==> config.mk <==
export PLATFORM = sky130hd
export DESIGN_NAME = bram_sd_writer
export DESIGN_NICKNAME = d
export VERILOG_FILES = /design/src/rtl/bram_sd_writer.sv
export SDC_FILE = /design/constraint.sdc
export NUM_CORES = 1
export LEC_CHECK = 0
export ABC_AREA = 0
export ABC_CLOCK_PERIOD_IN_PS = 5600
export CORE_ASPECT_RATIO = 0.5
export CORE_MARGIN = 5
export CORE_UTILIZATION = 40
export CTS_BUF_LIST = sky130_fd_sc_hd__clkbuf_8
export DETAILED_ROUTE_END_ITERATION = 8
export GPL_ROUTABILITY_DRIVEN = 0
export PLACE_DENSITY = 0.68
export RECOVER_POWER = 50
export SLEW_MARGIN = 0
export SYNTH_ARGS = -nofsm -noshare
export SYNTH_HDL_FRONTEND = slang
export SYNTH_SLANG_ARGS = --single-unit
export TNS_END_PERCENT = 1
==> constraint.sdc <==
create_clock -name clk -period 5.6 [get_ports clk]
set_input_delay 1.12 -clock clk [delete_from_list [all_inputs] [get_ports clk]]
set_output_delay 1.12 -clock clk [all_outputs]
set_load 0.01 [all_outputs]
==> src/rtl/bram_sd_writer.sv <==
// -----------------------------------------------------------------------------
// bram_sd_writer
//
// Dumps the xy_bin BRAM (one 3-bit bin per pixel) to an SD card as raw
// 512-byte blocks. Each pixel becomes one byte {5'b0, bin}. The block talks to
// a byte-streaming SD controller: it raises sd_wr with a block address, then
// feeds one byte per rising edge of sd_ready_for_next_byte.
//
// Ports
//   clk                     in   single clock shared with the SD controller
//   reset                   in   synchronous, active-high
//   start                   in   one-cycle dump request (IDLE/FINISHED only)
//   base_addr[31:0]         in   SD byte address of the first block (512-aligned)
//   bram_addr[18:0]         out  xy_bin read address
//   bin_data[2:0]           in   xy_bin read data, BRAM_LATENCY cycles after addr
//   sd_ready                in   controller idle / able to accept a command
//   sd_wr                   out  block-write request
//   sd_addr[31:0]           out  block address presented with sd_wr
//   sd_din[7:0]             out  byte being offered to the controller
//   sd_ready_for_next_byte  in   controller consumed sd_din, wants the next one
//   busy                    out  dump in progress
//   done                    out  dump complete (held until start or reset)
//   block_count[9:0]        out  blocks fully written in the current dump
// -----------------------------------------------------------------------------
module bram_sd_writer #(
    parameter int TOTAL_PIXELS    = 307200,
    parameter int BYTES_PER_BLOCK = 512,
    parameter int BRAM_LATENCY    = 2
) (
    input  logic        clk,
    input  logic        reset,
    input  logic        start,
    input  logic [31:0] base_addr,
    output logic [18:0] bram_addr,
    input  logic [2:0]  bin_data,
    input  logic        sd_ready,
    output logic        sd_wr,
    output logic [31:0] sd_addr,
    output logic [7:0]  sd_din,
    input  logic        sd_ready_for_next_byte,
    output logic        busy,
    output logic        done,
    output logic [9:0]  block_count
);

    localparam int NUM_BLOCKS = TOTAL_PIXELS / BYTES_PER_BLOCK;
    localparam int BYTE_W     = $clog2(BYTES_PER_BLOCK);
    localparam int LAT_W      = $clog2(BRAM_LATENCY + 1);

    localparam logic [18:0]       LAST_ADDR  = 19'(TOTAL_PIXELS - 1);
    localparam logic [BYTE_W-1:0] LAST_BYTE  = BYTE_W'(BYTES_PER_BLOCK - 1);
    localparam logic [9:0]        LAST_BLOCK = 10'(NUM_BLOCKS - 1);
    localparam logic [LAT_W-1:0]  LAT_LAST   = LAT_W'(BRAM_LATENCY - 1);

    typedef enum logic [2:0] {
        S_IDLE,
        S_WAIT_READY,
        S_ISSUE,
        S_PREFETCH,
        S_STREAM,
        S_BLOCK_END,
        S_FINISHED
    } state_t;

    state_t r_state;
    state_t w_next_state;

    logic [31:0]         r_base_addr;
    logic [18:0]         r_bram_addr;
    logic [9:0]          r_block_count;
    logic [BYTE_W-1:0]   r_byte_cnt;
    logic [7:0]          r_sd_din;
    logic                r_rfnb_q;
    logic [LAT_W-1:0]    r_lat_cnt;
    // One bit per outstanding BRAM read; the top bit marks the cycle the
    // requested byte is valid on bin_data.
    logic [BRAM_LATENCY:0] r_load_pipe;

    logic w_start_ok;
    logic w_rfnb_rise;
    logic w_last_byte;
    logic w_prefetch_done;
    logic w_block_done;

    // start only matters when no dump is running.
    assign w_start_ok = start && ((r_state == S_IDLE) || (r_state == S_FINISHED));

    // A byte request is the 0->1 transition of the handshake, and only while
    // streaming; a level held high or an edge outside STREAM is ignored.
    assign w_rfnb_rise = (r_state == S_STREAM) && sd_ready_for_next_byte && !r_rfnb_q;

    // The last request of a block: that byte is already on sd_din, so no new
    // fetch is launched for it.
    assign w_last_byte = w_rfnb_rise && (r_byte_cnt == LAST_BYTE);

    // bram_addr is settled before PREFETCH is entered, so after BRAM_LATENCY
    // cycles bin_data holds the block's first byte.
    assign w_prefetch_done = (r_state == S_PREFETCH) && (r_lat_cnt == LAT_LAST);

    assign w_block_done = (r_state == S_BLOCK_END) && sd_ready;

    // -------------------------------------------------------------------------
    // FSM: state register
    // -------------------------------------------------------------------------
    always_ff @(posedge clk) begin : state_reg
        // NOTE: sequential state uses non-blocking assignments so every
        // register samples the pre-edge values, independent of block order.
        if (reset) begin
            r_state <= S_IDLE;
        end else begin
            r_state <= w_next_state;
        end
    end

    // -------------------------------------------------------------------------
    // FSM: next-state logic
    // -------------------------------------------------------------------------
    always_comb begin : next_state_logic
        // NOTE: default assignment first, so no path through the case leaves
        // w_next_state unassigned and no latch is inferred.
        w_next_state = r_state;
        case (r_state)
            S_IDLE, S_FINISHED: begin
                if (start) w_next_state = S_WAIT_READY;
            end
            S_WAIT_READY: begin
                if (sd_ready) w_next_state = S_PREFETCH;
            end
            S_PREFETCH: begin
                if (w_prefetch_done) w_next_state = S_ISSUE;
            end
            S_ISSUE: begin
                // The controller drops sd_ready once it has taken the command.
                if (!sd_ready) w_next_state = S_STREAM;
            end
            S_STREAM: begin
                if (w_last_byte) w_next_state = S_BLOCK_END;
            end
            S_BLOCK_END: begin
                if (sd_ready) begin
                    w_next_state = (r_block_count == LAST_BLOCK) ? S_FINISHED : S_PREFETCH;
                end
            end
            default: w_next_state = S_IDLE;
        endcase
    end

    // -------------------------------------------------------------------------
    // FSM: outputs decoded from state
    // -------------------------------------------------------------------------
    always_comb begin : fsm_outputs
        sd_wr = 1'b0;
        busy  = 1'b1;
        done  = 1'b0;
        case (r_state)
            S_IDLE:     busy  = 1'b0;
            S_FINISHED: begin
                busy = 1'b0;
                done = 1'b1;
            end
            S_ISSUE:    sd_wr = 1'b1;
            default:    ;
        endcase
    end

    // -------------------------------------------------------------------------
    // Datapath: addresses, counters and the byte register
    // -------------------------------------------------------------------------
    always_ff @(posedge clk) begin : datapath
        if (reset) begin
            r_base_addr   <= '0;
            r_bram_addr   <= '0;
            r_block_count <= '0;
            r_byte_cnt    <= '0;
            r_sd_din      <= '0;
            r_rfnb_q      <= 1'b0;
            r_lat_cnt     <= '0;
            r_load_pipe   <= '0;
        end else begin
            r_rfnb_q    <= sd_ready_for_next_byte;
            r_load_pipe <= {r_load_pipe[BRAM_LATENCY-1:0], w_rfnb_rise && !w_last_byte};
            r_lat_cnt   <= (r_state == S_PREFETCH) ? r_lat_cnt + LAT_W'(1) : '0;

            if (w_start_ok) begin
                r_base_addr   <= base_addr;
                r_bram_addr   <= '0;
                r_block_count <= '0;
                r_byte_cnt    <= '0;
            end

            if (w_rfnb_rise) begin
                // Wraps back to 0 on the last byte, ready for the next block.
                r_byte_cnt <= r_byte_cnt + BYTE_W'(1);
                // The final pixel has no successor; hold the address there.
                if (r_bram_addr != LAST_ADDR) begin
                    r_bram_addr <= r_bram_addr + 19'd1;
                end
            end

            // sd_din only changes on these two events, so it is stable while
            // the controller is reading it.
            if (w_prefetch_done || r_load_pipe[BRAM_LATENCY]) begin
                r_sd_din <= {5'b0, bin_data};
            end

            if (w_block_done) begin
                r_block_count <= r_block_count + 10'd1;
            end
        end
    end

    assign bram_addr   = r_bram_addr;
    assign sd_din      = r_sd_din;
    assign block_count = r_block_count;
    assign sd_addr     = r_base_addr + (32'(r_block_count) * 32'(BYTES_PER_BLOCK));

endmodule
# Yosys cells after proc, flatten, opt, wreduce, memory -nomap -nowiden
# Index checks and enable logic that the tools add are counted.
[totals]
out_inout_bits = 72
regBits = 82
in_bits = 40
elab_cells = 66
[classes]
eq_ne = 16
n_bitwise = 1
add_sub_neg = 5
n_mux = 18
n_reduce_logical = 17
[op_table]
columns = ["op", "n"]
rows = [
  ["two-way mux 19 bit", 3],
  ["adder 32 x 19 -> 32 bit", 1],
  ["two-way mux 3 bit", 7],
  ["two-way mux 10 bit", 2],
  ["adder 19 x 1 -> 19 bit, second input constant", 1],
  ["inequality test 19 bit, second input constant", 1],
  ["two-way mux 9 bit", 2],
  ["one-hot mux 3 bit (6 select lines)", 1],
  ["adder 10 x 1 -> 10 bit, second input constant", 1],
  ["== test 10 bit, second input constant", 1],
  ["inequality test 2 bit, second input constant", 5],
  ["adder 9 x 1 -> 9 bit, second input constant", 1],
  ["== test 3 bit, second input constant", 3],
  ["== test 9 bit, second input constant", 1],
  ["logical AND 1 bit", 7],
  ["== test 3 x 2 -> 1 bit, second input constant", 2],
  ["AND reduction 6 bit", 1],
  ["nonzero test 2 bit", 2],
  ["OR reduction 2 bit", 2],
  ["== test 3 x 1 -> 1 bit, second input constant", 1],
  ["logical NOT 3 bit", 1],
  ["two-way mux 1 bit", 3],
  ["adder 2 x 1 -> 2 bit, second input constant", 1],
  ["== test 2 x 1 -> 1 bit, second input constant", 1],
  ["4 further kinds", 6],
]

# Longest topological paths before layout
[depth]
depth_word = 6
mapped_depth = 10
depth_no_buf = 10

# Least setup slack after synthesis
# OpenSTA, ideal clock, no wires.
[synth_path]
path_kind = "reg2out"
start = "register r_block_count[0], in the netlist block_count[0]"
end = "output port sd_addr[31]"
required_time_ps = 4480
t_arrival_ps = 2164
n_path_buf = 0
path_slack_ps = 2316
path_stages_with_launch = 10
cell_sequence = "dfxtp_1 -> ha_1 -> inv_1 -> fa_1 -> nor2b_1 -> o31ai_1 -> a211oi_1 -> o21ai_1 -> nor2_1 -> xor2_1"
[synth_between]
elab_chain_cells = 1
[synth_rtl]
columns = ["element", "line_no", "text"]
rows = [
  ["from (decl)", "70", "logic [9:0] r_block_count;"],
  ["from (signal assigned)", "207", "r_block_count <= r_block_count + 10'd1;"],
  ["adder 32 x 19 -> 32 bit", "215", "assign sd_addr = r_base_addr + (32'(r_block_count) * 32'(BYTES_PER_BLOCK));"],
  ["to (decl)", "38", "output logic [31:0] sd_addr,"],
]
# No other way between the ends.

# Worst setup path in the final report
[layout_path]
start = "register r_block_count[0], in the netlist block_count[0]"
end = "output port sd_addr[27]"
# Same word-level chain as after synthesis.

==> results.json <==
{
  "antenna_cells": 0,
  "synth_area_per_cell_sq_um": 7.92,
  "holdCritPathClass": "reg -> reg",
  "crit_type": "reg -> out",
  "critPathLaunchType": "flop",
  "worstPathMaxFanout": 5,
  "peakVddDrop_mv": 0.145,
  "clkLatencyLatePin_ps": 350,
  "period_share_pct": 78.9,
  "power_frac_clock_pct": 37.5,
  "synth.top_cell.area_share_pct": 38.9,
  "slew_viol_final": 59,
  "setup_tns_ps": 0,
  "slowest_delay_ps": 550,
  "final_nets": 677,
  "firstDrtPassIters": 5,
  "netlist_top_cells_count": "nand2_1, dfxtp_1, nor2_1",
  "async_flop_share_pct": 0,
  "grt_util_all_layers_pct": 16.8,
  "fin_crit_ps": 4420,
  "clk_pin_slew_worst_paths_ps": 80,
  "wl_per_cell_um": 13.8,
  "violations": "max-capacitance violations, max-slew violations",
  "htree_levels": 3,
  "die_y_um": 82.6,
  "drive_gt1_share_pct": 4.15,
  "p_int_w": 0.00102,
  "r2r-start": "r_state[2]$_SDFFE_PP0P_",
  "worst-path-buf-inv": 2,
  "antenna_found_initial": 0,
  "path_depth": 10,
  "p_leak_nw": 2.22,
  "fin_cells": 766,
  "rows": 26,
  "syn_area_sq_um": 4220,
  "ys_ff_latch": 82,
  "fillers": 987,
  "holdPathStages": 1,
  "required_ps": 4480,
  "clock-sinks": 82,
  "dieArea_sq_um": 12800,
  "cap_violations": 1,
  "core_area_sq_um": 10200,
  "post_cts.repair.setup_buffers": 0,
  "status": "finished with violations",
  "worstMarginPinSlew_ps": 2670,
  "rsz0062_at_grt": "no",
  "finalSetupViolCount": 0,
  "timing.reg2reg.worst_path_depth": 7,
  "switching_share_pct": 25.6,
  "ys_seq_area_share_pct": 38.9,
  "grt_overflow_total": 0,
  "area.sequential_sq_um": 1640,
  "hold_buffers": 0,
  "antenna_left": 0,
  "synth_edf_count": 0,
  "area_growth_pct": 31.1,
  "start_util_pct": 41.2,
  "synth.most_common_cell": "nand2_1",
  "p_switching_w": 0.000351,
  "num_vias": 3856,
  "die_x_um": 155,
  "netlist_instances": 533,
  "grt_pass1_vias": 3672,
  "pwr-share-comb_pct": 16.3,
  "power_frac_seq_pct": 46.2,
  "power.density_nw_per_um2": 248,
  "ys_types": 50,
  "cts_resized": 0,
  "synth.area.top_cells": "dfxtp_1, nand2_1, nor2_1, a21oi_1, xor2_1",
  "dp_hpwl_um": 7650,
  "cts_root_buf": "clkbuf_8",
  "finClkSkew_ps": 4.52,
  "ys.flop_type": "dfxtp_1",
  "worstHoldEndpoint": "r_lat_cnt[0]$_SDFF_PP0_",
  "ioPinCount": 112,
  "vias_per_cell": 5.03,
  "cts_tree": "built",
  "path_cells": "ha_1, inv_1, fa_1, nor2b_1, o31ai_1, a211oi_1, o21ai_1, nor2_1, xor2_1, clkdlybuf4s50_1",
  "grt_max_degree": 59,
  "rrSetupSlack_ps": 2960,
  "fin_util_pct": 54.0,
  "route.detailed.drc": 0,
  "io_buffer_count": 106,
  "crit_path_end_kind": "output port",
  "clockBufferDepth": 2,
  "r2r-end": "block_count[5]$_SDFFE_PP0P_",
  "wl_um": 10600,
  "cts_buffers": 9,
  "synth.largest_area_cell": "dfxtp_1",
  "drt_iter0_markers": 196,
  "dp_cells": 750,
  "clock.fmax_ghz": 0.226,
  "hold_viol": 0,
  "hp-start": "r_lat_cnt[0]$_SDFF_PP0_",
  "critPathTopFamily": "compound AO/OA/AOI/OAI gates",
  "grt_first_pass_wirelength_um": 17400,
  "crit_slowest_cell": "clkdlybuf4s50_1",
  "multi_input_area_sq_um": 2360,
  "maxSlewHeadroom_pct": -77.8,
  "ys_warn_count": 0,
  "cp.arrival_ps": 3300
}
## cells by family after synthesis
| logic type | after synthesis | share of synthesized area [%] |
|---|---|---|
| buffers and inverters | 45 | 5.57 |
| other | 1 | 0.0888 |
| DFF | 82 | 38.9 |
| and+or+nand+nor | 255 | 28.2 |
| muxes | 7 | 1.69 |
| AOI/OAI and AO/OA | 83 | 11.5 |
| adders and majority gates | 16 | 4.92 |
| xor gates and xnor gates | 44 | 9.13 |
## state kept, by name (all words and copies together) (netlist names)
name         count
r_base_addr     32
block_count     10
r_load_pipe      3
r_lat_cnt        2
sd_din           3
r_byte_cnt       9
bram_addr       19
r_rfnb_q         1
r_state          3
## through the flow
step / worst slack, ps / hold WS (ps) / area (sq um) / power [W]
floorplan: 2320 / 407 / 4240 / 0.000779
global placement: 1630 / 420 / 5290 / 0.000873
detailed placement: 1500 / 427 / 5290 / 0.000876
CTS: 1120 / 439 / 5540 / 0.00139
global route: 919 / 465 / 5530 / 0.00144
finish: 1180 / 437 / 5530 / 0.00137
## routing by layer
layer | GRT usage, % | share of wire [%] | vias up
met5 | 0 | 0 | -
met4 | 5.85 | 1.5 | 0
met3 | 4.58 | 4.7 | 17
met2 | 27.4 | 46 | 90
met1 | 21.7 | 48 | 1789
li1 | - | - | 1960
## placed cells by master, fill, tap and decap left out, drive strengths merged, types with 15 or more instances in the layout
| master | synthesis | routed |
|---|---|---|
| a21oi | 51 | 51 |
| clkdlybuf4s50 | 0 | 64 |
| dfxtp | 82 | 82 |
| dlygate4sd3 | 0 | 41 |
| ha | 15 | 15 |
| nand2 | 100 | 100 |
| nand3 | 26 | 26 |
| nor2 | 73 | 73 |
| xnor2 | 18 | 18 |
| xor2 | 26 | 26 |
## area by class of cell
cell class | count | share of cell area, %
Inverter | 8 | 0.543
Sequential cell | 82 | 29.7
Multi-Input combinational cell | 410 | 42.7
Timing Repair Buffer | 110 | 19.6
Clock buffer | 10 | 2.49
Clock inverter | 6 | 1.92
Tap cell | 140 | 3.17
## worst max-delay path by stage
| stage | from | to | slack, ps |
|---|---|---|---|
| 2_1_floorplan | block_count[0]$_SDFFE_PP0P_ | sd_addr[31] | 2320 |
| 3_3_place_gp | block_count[0]$_SDFFE_PP0P_ | sd_addr[31] | 1630 |
| 3_5_place_dp | block_count[0]$_SDFFE_PP0P_ | sd_addr[31] | 1500 |
| 4_1_cts | block_count[0]$_SDFFE_PP0P_ | sd_addr[31] | 1120 |
| 5_1_grt | block_count[0]$_SDFFE_PP0P_ | sd_addr[27] | 920 |
| 6_report | block_count[0]$_SDFFE_PP0P_ | sd_addr[27] | 1180 |
## power groups by stage
stage,registers [W],clock network [W],logic (W)
after floorplan,0.000637,0,0.000143
after global routing,0.000640,0.000556,0.000249
after detailed placement,0.000648,0,0.000228
after CTS,0.000635,0.000531,0.000229
final,0.000635,0.000515,0.000224
after global placement,0.000647,0,0.000226
No activity file was read; power rests on OpenSTA's default activity.
==> edit, RTL diff (config.mk and constraints unchanged) <==
Encoding of `state_t`: now one-hot (7 bits for 7 states).
--- a/src/rtl/bram_sd_writer.sv
+++ b/src/rtl/bram_sd_writer.sv
@@ -54,10 +54,10 @@
 
-    typedef enum logic [2:0] {
-        S_IDLE,
-        S_WAIT_READY,
-        S_ISSUE,
-        S_PREFETCH,
-        S_STREAM,
-        S_BLOCK_END,
-        S_FINISHED
+    typedef enum logic [6:0] {
+        S_IDLE       = 7'b0000001,
+        S_WAIT_READY = 7'b0000010,
+        S_ISSUE      = 7'b0000100,
+        S_PREFETCH   = 7'b0001000,
+        S_STREAM     = 7'b0010000,
+        S_BLOCK_END  = 7'b0100000,
+        S_FINISHED   = 7'b1000000
     } state_t;
Behaviour: same outputs for any inputs over 10 cycles, from zero or initial values and one cycle with reset high; not proved beyond that.
==> edit against the original RTL <==
- the flow still finishes with violations (max-capacitance violations, max-slew violations)
- sequential share of layout area decreased by 0.072 points
- cell area grew 5.1%
- setup slack worse by 0.045 ns
- sequential cell count increased by 4
- non-clock buffer count is 1 lower
- routed wire length grew 3.7%
- clock skew increased by 0.0075 ns
- utilization down 1.7 points
- highest routed layer unchanged
- largest cell class unchanged
- final cell count is 4.0% higher
- global-route usage shrank 0.75 points
- synthesized area grew 8.9%
Power is not compared: it rests on default switching activity, and its combinational part moved more than twofold at a synthesized area within 25%.
==> edit: results (changes against the original RTL) <==
[run_status]
status=finished, violations left
violations=max-capacitance violations, max-slew violations

[critical_path]
critical-path-max-stage-delay_ns=1.59  ; +1.04 ns
crit_slowest_cell=o211ai_1
critPathArrivalTime_ns=4.74  ; +1.44 ns
crit_fanout=24  ; +19

[grt]
grt.total_usage=0.160  ; -0.00748
globalRouteMet1Util=0.208  ; -0.00901
grt_max_degree=45  ; -24%
grt_pass1_wl_mm=18.6  ; +6.4%
met2_usage=0.266  ; -0.00800
grt_util_met3=0.0499  ; +0.00412
grt_pass1_vias=3878  ; +5.6%

[finish]
drive_above_1_share=0.0552  ; +0.0137
final.fill_count=1088  ; +10%
regArea_mm2=0.00172  ; +4.9%
nonClkBufAreaFrac=0.184  ; -0.0117
inverters_excl_clock=13  ; +5
multi_input_cells=428  ; +4.4%
layout.nets=703  ; +3.8%
multi_input_area_mm2=0.00259  ; +10%
clk_share=0.0344  ; -0.00968

[sta]
clock_skew_ns=0.0120  ; +0.00747 ns
drv_slew=70  ; +19%
slew_headroom=-0.380  ; +0.399

[logic_synthesis]
synth_common_cells=nand2_1, dfxtp_1, a21oi_1
ys_ff_latch=86  ; +4.9%
yosys-top-cells-area=dfxtp_1, nand2_1, a21oi_1
netlist-cell-type-count=62  ; +24%
synth_cells=561  ; +5.3%

[placed_design]
dpl.cell_count=781  ; +4.1%
dp_slack_ns=1.63  ; +0.127 ns

[routing]
routed_wl_mm=11.0  ; +3.7%
wl_met2_mm=5.00  ; +3.6%
wirelength_met1_mm=5.38  ; +5.2%
dr_total_vias=4039  ; +4.7%
drt_iter0_drc=203  ; +3.6%
wl_met3_um=526  ; +5.8%
vias_per_cell=5.07  ; +0.67%

[run]
cap_violations=2  ; +1

-- edit: cell types whose count changed after synthesis, moves of 4 or more --
cell / delta
nor2_1: -20
a21oi_1: +11
xor2_1: -10
nand2_1: +9
and4_1: -5
inv_1: +5
buf_4: +4
dfxtp_1: +4
nor2b_1: -4
nor3_1: +4
xnor2_1: +4
-- edit: worst paths after layout --
kind / end / startpoint / cells past startpoint / slack (ns)
max: block_count[9] / sd_ready / 7 / 1.14
min: r_lat_cnt[0] / r_lat_cnt[0] / 1 / 0.43
max reg2reg: block_count[9] / r_state[1] / 6 / 1.92
min reg2reg: r_lat_cnt[0] / r_lat_cnt[0] / 1 / 0.43
-- edit: cell families after synthesis --
| family | synth area share |
|---|---|
| AO/OA/AOI/OAI | 0.157 |
| XOR/XNOR | 0.0724 |
| adder cells (fa/ha/maj) | 0.0452 |
| buffers and inverters | 0.0634 |
| flip-flops | 0.374 |
| multiplexers | 0.0131 |
| other | 0.000816 |
| AND/OR/NAND/NOR | 0.274 |
